<file path="config.mk">
export PLATFORM = sky130hd
export DESIGN_NAME = seq_normalizer_flat
export DESIGN_NICKNAME = d
export VERILOG_FILES = /design/src/rtl/seq_normalizer_if.sv /design/src/rtl/seq_normalizer.sv /design/src/flat_wrapper.sv
export SDC_FILE = /design/constraint.sdc
export NUM_CORES = 1
export LEC_CHECK = 0
export CAP_MARGIN = 20
export CORE_UTILIZATION = 53
export CTS_CLUSTER_DIAMETER = 100
export CTS_CLUSTER_SIZE = 12
export DETAILED_ROUTE_END_ITERATION = 10
export GPL_ROUTABILITY_DRIVEN = 0
export GPL_TIMING_DRIVEN = 0
export PLACE_DENSITY_LB_ADDON = 0.3
export REMOVE_ABC_BUFFERS = 1
export SLEW_MARGIN = 0
export SYNTH_ARGS = -nofsm -noshare
export SYNTH_HDL_FRONTEND = slang
export SYNTH_SLANG_ARGS = --single-unit
</file>
<file path="constraint.sdc">
create_clock -name clk -period 3 [get_ports clk]
set_input_delay 0.75 -clock clk [delete_from_list [all_inputs] [get_ports clk]]
set_output_delay 0.75 -clock clk [all_outputs]
set_load 0.1 [all_outputs]
</file>
<file path="src/rtl/seq_normalizer_if.sv">
// ---------------------------------------------------------------------------
// seq_normalizer_if
// Handshake/data bundle between a requester and the sequential normalizer.
//   start      : request strobe (requester -> normalizer)
//   A          : operand to normalize
//   Shift_mode : 1 = arithmetic, 0 = logical
//   right      : 1 = normalize rightwards, 0 = leftwards
//   M          : normalized operand (normalizer -> requester)
//   Cnt        : number of single-bit shifts applied
//   Zero       : captured operand was all zeros
//   busy       : operation in progress
//   done       : one-cycle completion pulse
// ---------------------------------------------------------------------------
interface seq_normalizer_if #(
  parameter int BITS = 8
);
  logic            start;
  logic [BITS-1:0] A;
  logic            Shift_mode;
  logic            right;
  logic [BITS-1:0] M;
  logic [BITS-1:0] Cnt;
  logic            Zero;
  logic            busy;
  logic            done;

  modport master (
    output start, A, Shift_mode, right,
    input  M, Cnt, Zero, busy, done
  );

  modport slave (
    input  start, A, Shift_mode, right,
    output M, Cnt, Zero, busy, done
  );
endinterface

</file>
<file path="src/rtl/seq_normalizer.sv">
// ---------------------------------------------------------------------------
// seq_normalizer
// Iterative one-bit-per-cycle normalizer. An accepted start captures the
// operand and then shifts it left or right until the MSB pair (left) or LSB
// (right) reaches the normalized position, counting the shifts taken.
//   clk   : clock, all state on rising edge
//   rst_n : asynchronous active-low reset
//   bus   : seq_normalizer_if slave modport (start/A/Shift_mode/right in,
//           M/Cnt/Zero/busy/done out)
// ---------------------------------------------------------------------------
module seq_normalizer #(
  parameter int BITS = 8
) (
  input  logic              clk,
  input  logic              rst_n,
  seq_normalizer_if.slave   bus
);

  typedef enum logic [1:0] {
    S_IDLE  = 2'd0,
    S_SHIFT = 2'd1,
    S_DONE  = 2'd2
  } state_t;

  state_t          r_state;
  state_t          w_next;

  logic [BITS-1:0] r_R;
  logic [BITS-1:0] r_M;
  logic [BITS-1:0] r_Cnt;
  logic            r_Zero;
  logic            r_mode;
  logic            r_right;

  logic            w_accept;
  logic            w_a_zero;
  logic            w_stop;

  // Left arithmetic stops once the two MSBs differ, i.e. the sign bit is the
  // only redundant-free bit left; left logical stops at a leading one.
  function automatic logic stop_cond(input logic [BITS-1:0] r,
                                     input logic            arith,
                                     input logic            rt);
    if (rt)
      return r[0];
    else if (arith)
      return r[BITS-1] ^ r[BITS-2];
    else
      return r[BITS-1];
  endfunction

  // Only the right arithmetic shift replicates the sign; every other
  // direction/mode fills with zero.
  function automatic logic [BITS-1:0] shift_one(input logic [BITS-1:0] r,
                                                input logic            arith,
                                                input logic            rt);
    if (rt)
      return {(arith & r[BITS-1]), r[BITS-1:1]};
    else
      return {r[BITS-2:0], 1'b0};
  endfunction

  assign w_accept = (r_state == S_IDLE) && bus.start;
  assign w_a_zero = (bus.A == '0);
  assign w_stop   = stop_cond(r_R, r_mode, r_right);

  // State register
  always_ff @(posedge clk or negedge rst_n) begin
    if (!rst_n)
      r_state <= S_IDLE;
    else
      r_state <= w_next;
  end

  // Next-state logic
  always_comb begin
    w_next = r_state;
    case (r_state)
      S_IDLE: begin
        if (w_accept)
          w_next = w_a_zero ? S_DONE : S_SHIFT;
      end
      S_SHIFT: begin
        if (w_stop)
          w_next = S_DONE;
      end
      S_DONE:  w_next = S_IDLE;
      default: w_next = S_IDLE;
    endcase
  end

  // Datapath. Any nonzero operand reaches its stop condition within BITS-1
  // shifts, so r_Cnt cannot wrap.
  always_ff @(posedge clk or negedge rst_n) begin
    if (!rst_n) begin
      r_R     <= '0;
      r_M     <= '0;
      r_Cnt   <= '0;
      r_Zero  <= 1'b0;
      r_mode  <= 1'b0;
      r_right <= 1'b0;
    end else begin
      case (r_state)
        S_IDLE: begin
          if (w_accept) begin
            r_Cnt <= '0;
            if (w_a_zero) begin
              r_M    <= '0;
              r_Zero <= 1'b1;
            end else begin
              r_R     <= bus.A;
              r_mode  <= bus.Shift_mode;
              r_right <= bus.right;
              r_Zero  <= 1'b0;
            end
          end
        end
        S_SHIFT: begin
          if (w_stop) begin
            r_M <= r_R;
          end else begin
            r_R   <= shift_one(r_R, r_mode, r_right);
            r_Cnt <= r_Cnt + BITS'(1);
          end
        end
        default: ;
      endcase
    end
  end

  assign bus.M    = r_M;
  assign bus.Cnt  = r_Cnt;
  assign bus.Zero = r_Zero;
  assign bus.busy = (r_state != S_IDLE);
  assign bus.done = (r_state == S_DONE);

endmodule

</file>
<file path="src/flat_wrapper.sv">
// flat-port wrapper written by rule: the top's interface ports become plain ports
module seq_normalizer_flat 
#(
  parameter int BITS = 8
)
  (clk, rst_n, bus_start, bus_A, bus_Shift_mode, bus_right, bus_M, bus_Cnt, bus_Zero, bus_busy, bus_done);
  seq_normalizer_if #(.BITS(BITS)) bus_i ();
  input  logic clk;
  input  logic rst_n;
  input wire logic [$bits(bus_i.start)-1:0] bus_start;
  input wire logic [$bits(bus_i.A)-1:0] bus_A;
  input wire logic [$bits(bus_i.Shift_mode)-1:0] bus_Shift_mode;
  input wire logic [$bits(bus_i.right)-1:0] bus_right;
  output wire logic [$bits(bus_i.M)-1:0] bus_M;
  output wire logic [$bits(bus_i.Cnt)-1:0] bus_Cnt;
  output wire logic [$bits(bus_i.Zero)-1:0] bus_Zero;
  output wire logic [$bits(bus_i.busy)-1:0] bus_busy;
  output wire logic [$bits(bus_i.done)-1:0] bus_done;
  assign bus_i.start = bus_start;
  assign bus_i.A = bus_A;
  assign bus_i.Shift_mode = bus_Shift_mode;
  assign bus_i.right = bus_right;
  assign bus_M = bus_i.M;
  assign bus_Cnt = bus_i.Cnt;
  assign bus_Zero = bus_i.Zero;
  assign bus_busy = bus_i.busy;
  assign bus_done = bus_i.done;
  seq_normalizer #(.BITS(BITS)) u_core (.clk(clk), .rst_n(rst_n), .bus(bus_i));
endmodule
</file>
==> metrics, run 1 <==
average wire per standard cell=around 16 microns; post-CTS resize count=0; Peak Freq=roughly 350 MHz; Yosys top cell by area=dfrtp_1; worst-margin pin slew=1.01 ns; Final Setup Violations=0; DR vias=1206; Ant. Diodes=0; CTS Buf Count=5; Inst Count DP=192; I/O pin total=32; crit path DAT=3.04 ns; die area=2940 sq um; Top delay family on crit path=buffers and inverters; CTS tree=done; GRT met3 Usage=0.0556; initial antenna violation count=0; max_cap viols=0; RSZ-0062 raised after global routing=false; 1st-iter DRT viols=between 40 and 50; CP endpoint kind=flop; peak-usage layer in the global routing report=met2; CP max-delay cell=nor3b_1; chip width=54.3 microns; Crit Path Max Fanout=12; CP Buf/Inv Count=2; gr usage total=0.253; gr ovfl total=0; Max Slew Vio Count=0; top cells by area, synth=dfrtp_1, a22o_1, mux2i_1; core area=approximately 2500 sq um; status=finished, final reports clean; reg2reg start=u_core.r_right; DP Wirelength=2260 microns; post-synth top area share=0.501; GR Util met2=0.370; crit share post-route=0.943; IO Port Bufs=31; hold buffer count at cts=0; Seq cells post-synth=29; Worst-Skew Late Latency=0.32 ns; Cell Count, Final, Fillers Out=200; clk root buf=clkbuf_4; Post-synth EDFFs=0; warnings from Yosys=0; Hold WS=between 0.5 and 0.6 ns; CP cell instances=clkdlybuf4s50_1 -> nor3b_1 -> buf_2 -> o21ai_1 -> mux2_2; crit-path max cell delay=0.73 ns; site row count=18; critical path type=in -> reg; CP required=between 3 and 4 ns; first-pass GRT wire length=5180 microns; Post-Syn Area=1450 sq um; clock sink count=29; Rel. slew slack=0.328; Main synth FF type=dfrtp_1; share of post-route cells with drive strength above 1=0.0765; nets@finish=183; largest net degree at the start of global routing=31; Post-Synthesis Cells=around 140; Final Hold Vio Count=0; P&R area growth vs syn=26.3%; Fin Setup TNS=0 ns; antenna-violating nets left=0; beginning of the critical path=bus_start; H-tree depth=2; min Tclk post-route=2.83 ns; Worst-path clk slew=around 0.090 ns; HP Start=u_core.bus.M[7]; Critical Path Start Type=primary input; drt drc=0; Syn Area/Cell=10.6 sq um; Worst Clk Skew=0.00495 ns; vias per inst=6.03; post-synthesis sequential area ratio=0.501; met1 Usage GRT=0.363; clk buf depth=2; vias in the first global route=approximately 1200; Yosys cell types=36; Initial Utilization=0.574; ys async rst share=1.00; Post-CTS Setup Repair Bufs=0; type of the tightest min-delay check=reg -> reg; DRT Pass-1 Iters=4; total wire length=3130 microns; die height=54.3 microns
[final cells by class]
class	count	area, sq um
clock buffers	8	48.8
fillers	187	694
inverters	5	18.8
multi-input cells	95	667
flip-flops and latches	29	726
well taps	30	37.5
repair buffers	33	330
[placed cells by master (no fill, tap or decap), types with 2 or more instances in the layout]
master / n
clkdlybuf4s50_1: 31
dfrtp_1: 29
nand2_1: 13
nand3_1: 12
o211ai_1: 8
a22o_1: 8
mux2i_1: 6
a21oi_1: 6
inv_1: 5
o31ai_1: 5
clkbuf_4: 5
or4_1: 4
o21ai_0: 4
nor2_1: 3
clkbuf_1: 3
and2b_1: 2
a31oi_1: 2
mux2_2: 2
o21a_1: 2
nand3b_1: 2
[per-layer routing]
metal / part of all wire / wire, microns
met5: 0 / 0
met4: 0.012 / 37
met3: 0.052 / 164
met2: 0.46 / 1440
met1: 0.47 / 1480
[cells by family (layout without fill, tap and decap cells)]
kind of cell,after synthesis,after routing,share of synthesized area
AO/OA/AOI/OAI,40,40,0.201
XOR/XNOR,1,1,0.00605
adder cells (fa/ha/maj),1,1,0.00864
buffers and inverters,12,46,0.0441
flip-flops,29,29,0.501
multiplexers,8,8,0.0570
AND/OR/NAND/NOR,45,45,0.182
[state kept, by name, summed over array words and instances (netlist names)]
signal / cells
u_core.r_right: 1
u_core.bus.M: 8
u_core.r_R: 8
u_core.r_state: 2
u_core.bus.Cnt: 8
u_core.r_mode: 1
u_core.bus.Zero: 1
[stage by stage]
stage / util / instance area [sq um] / setup WS, ns
global placement: 0.694 / 1750 / -0.712
finish: 0.725 / 1830 / 0.170
global route: 0.725 / 1830 / 0.0733
detailed placement: 0.705 / 1780 / -0.109
CTS: 0.725 / 1830 / 0.212
floorplan: - / 1400 / 0.492
[synth_stat cells, drive strengths merged, types with 2 or more instances]
cell and n:
a31oi 2, nand2 13, clkbuf 2, mux2i 6
o31ai 6, a22o 8, nand3b 2, mux2 2
o21ai 5, nand3 12, inv 5, and2b 2
o21a 2, dfrtp 29, or4 4, buf 5
o211ai 8, nor2 3, a21oi 6
[worst paths after layout]
kind,cells after the start,slack [ns],end
max,5,0.17,u_core.r_mode
min,1,0.50,u_core.bus.M[7]
max reg2reg,4,0.64,u_core.bus.Cnt[6]
min reg2reg,1,0.50,u_core.bus.M[7]
max in group asynchronous,2,1.76,u_core.r_R[3]
min in group asynchronous,1,0.74,u_core.bus.Cnt[7]
Power of run 1 is not shown: default switching activity piles up to over one toggle a cycle in this logic, so the estimate is an artifact.
==> inputs of run 2 (changes only) <==
ABC_AREA = 0   (was unset)
==> results of run 2 <==
The final DEF is identical to that of run 1; final timing and power are the same.
Power of run 2 is left out for the same reason.
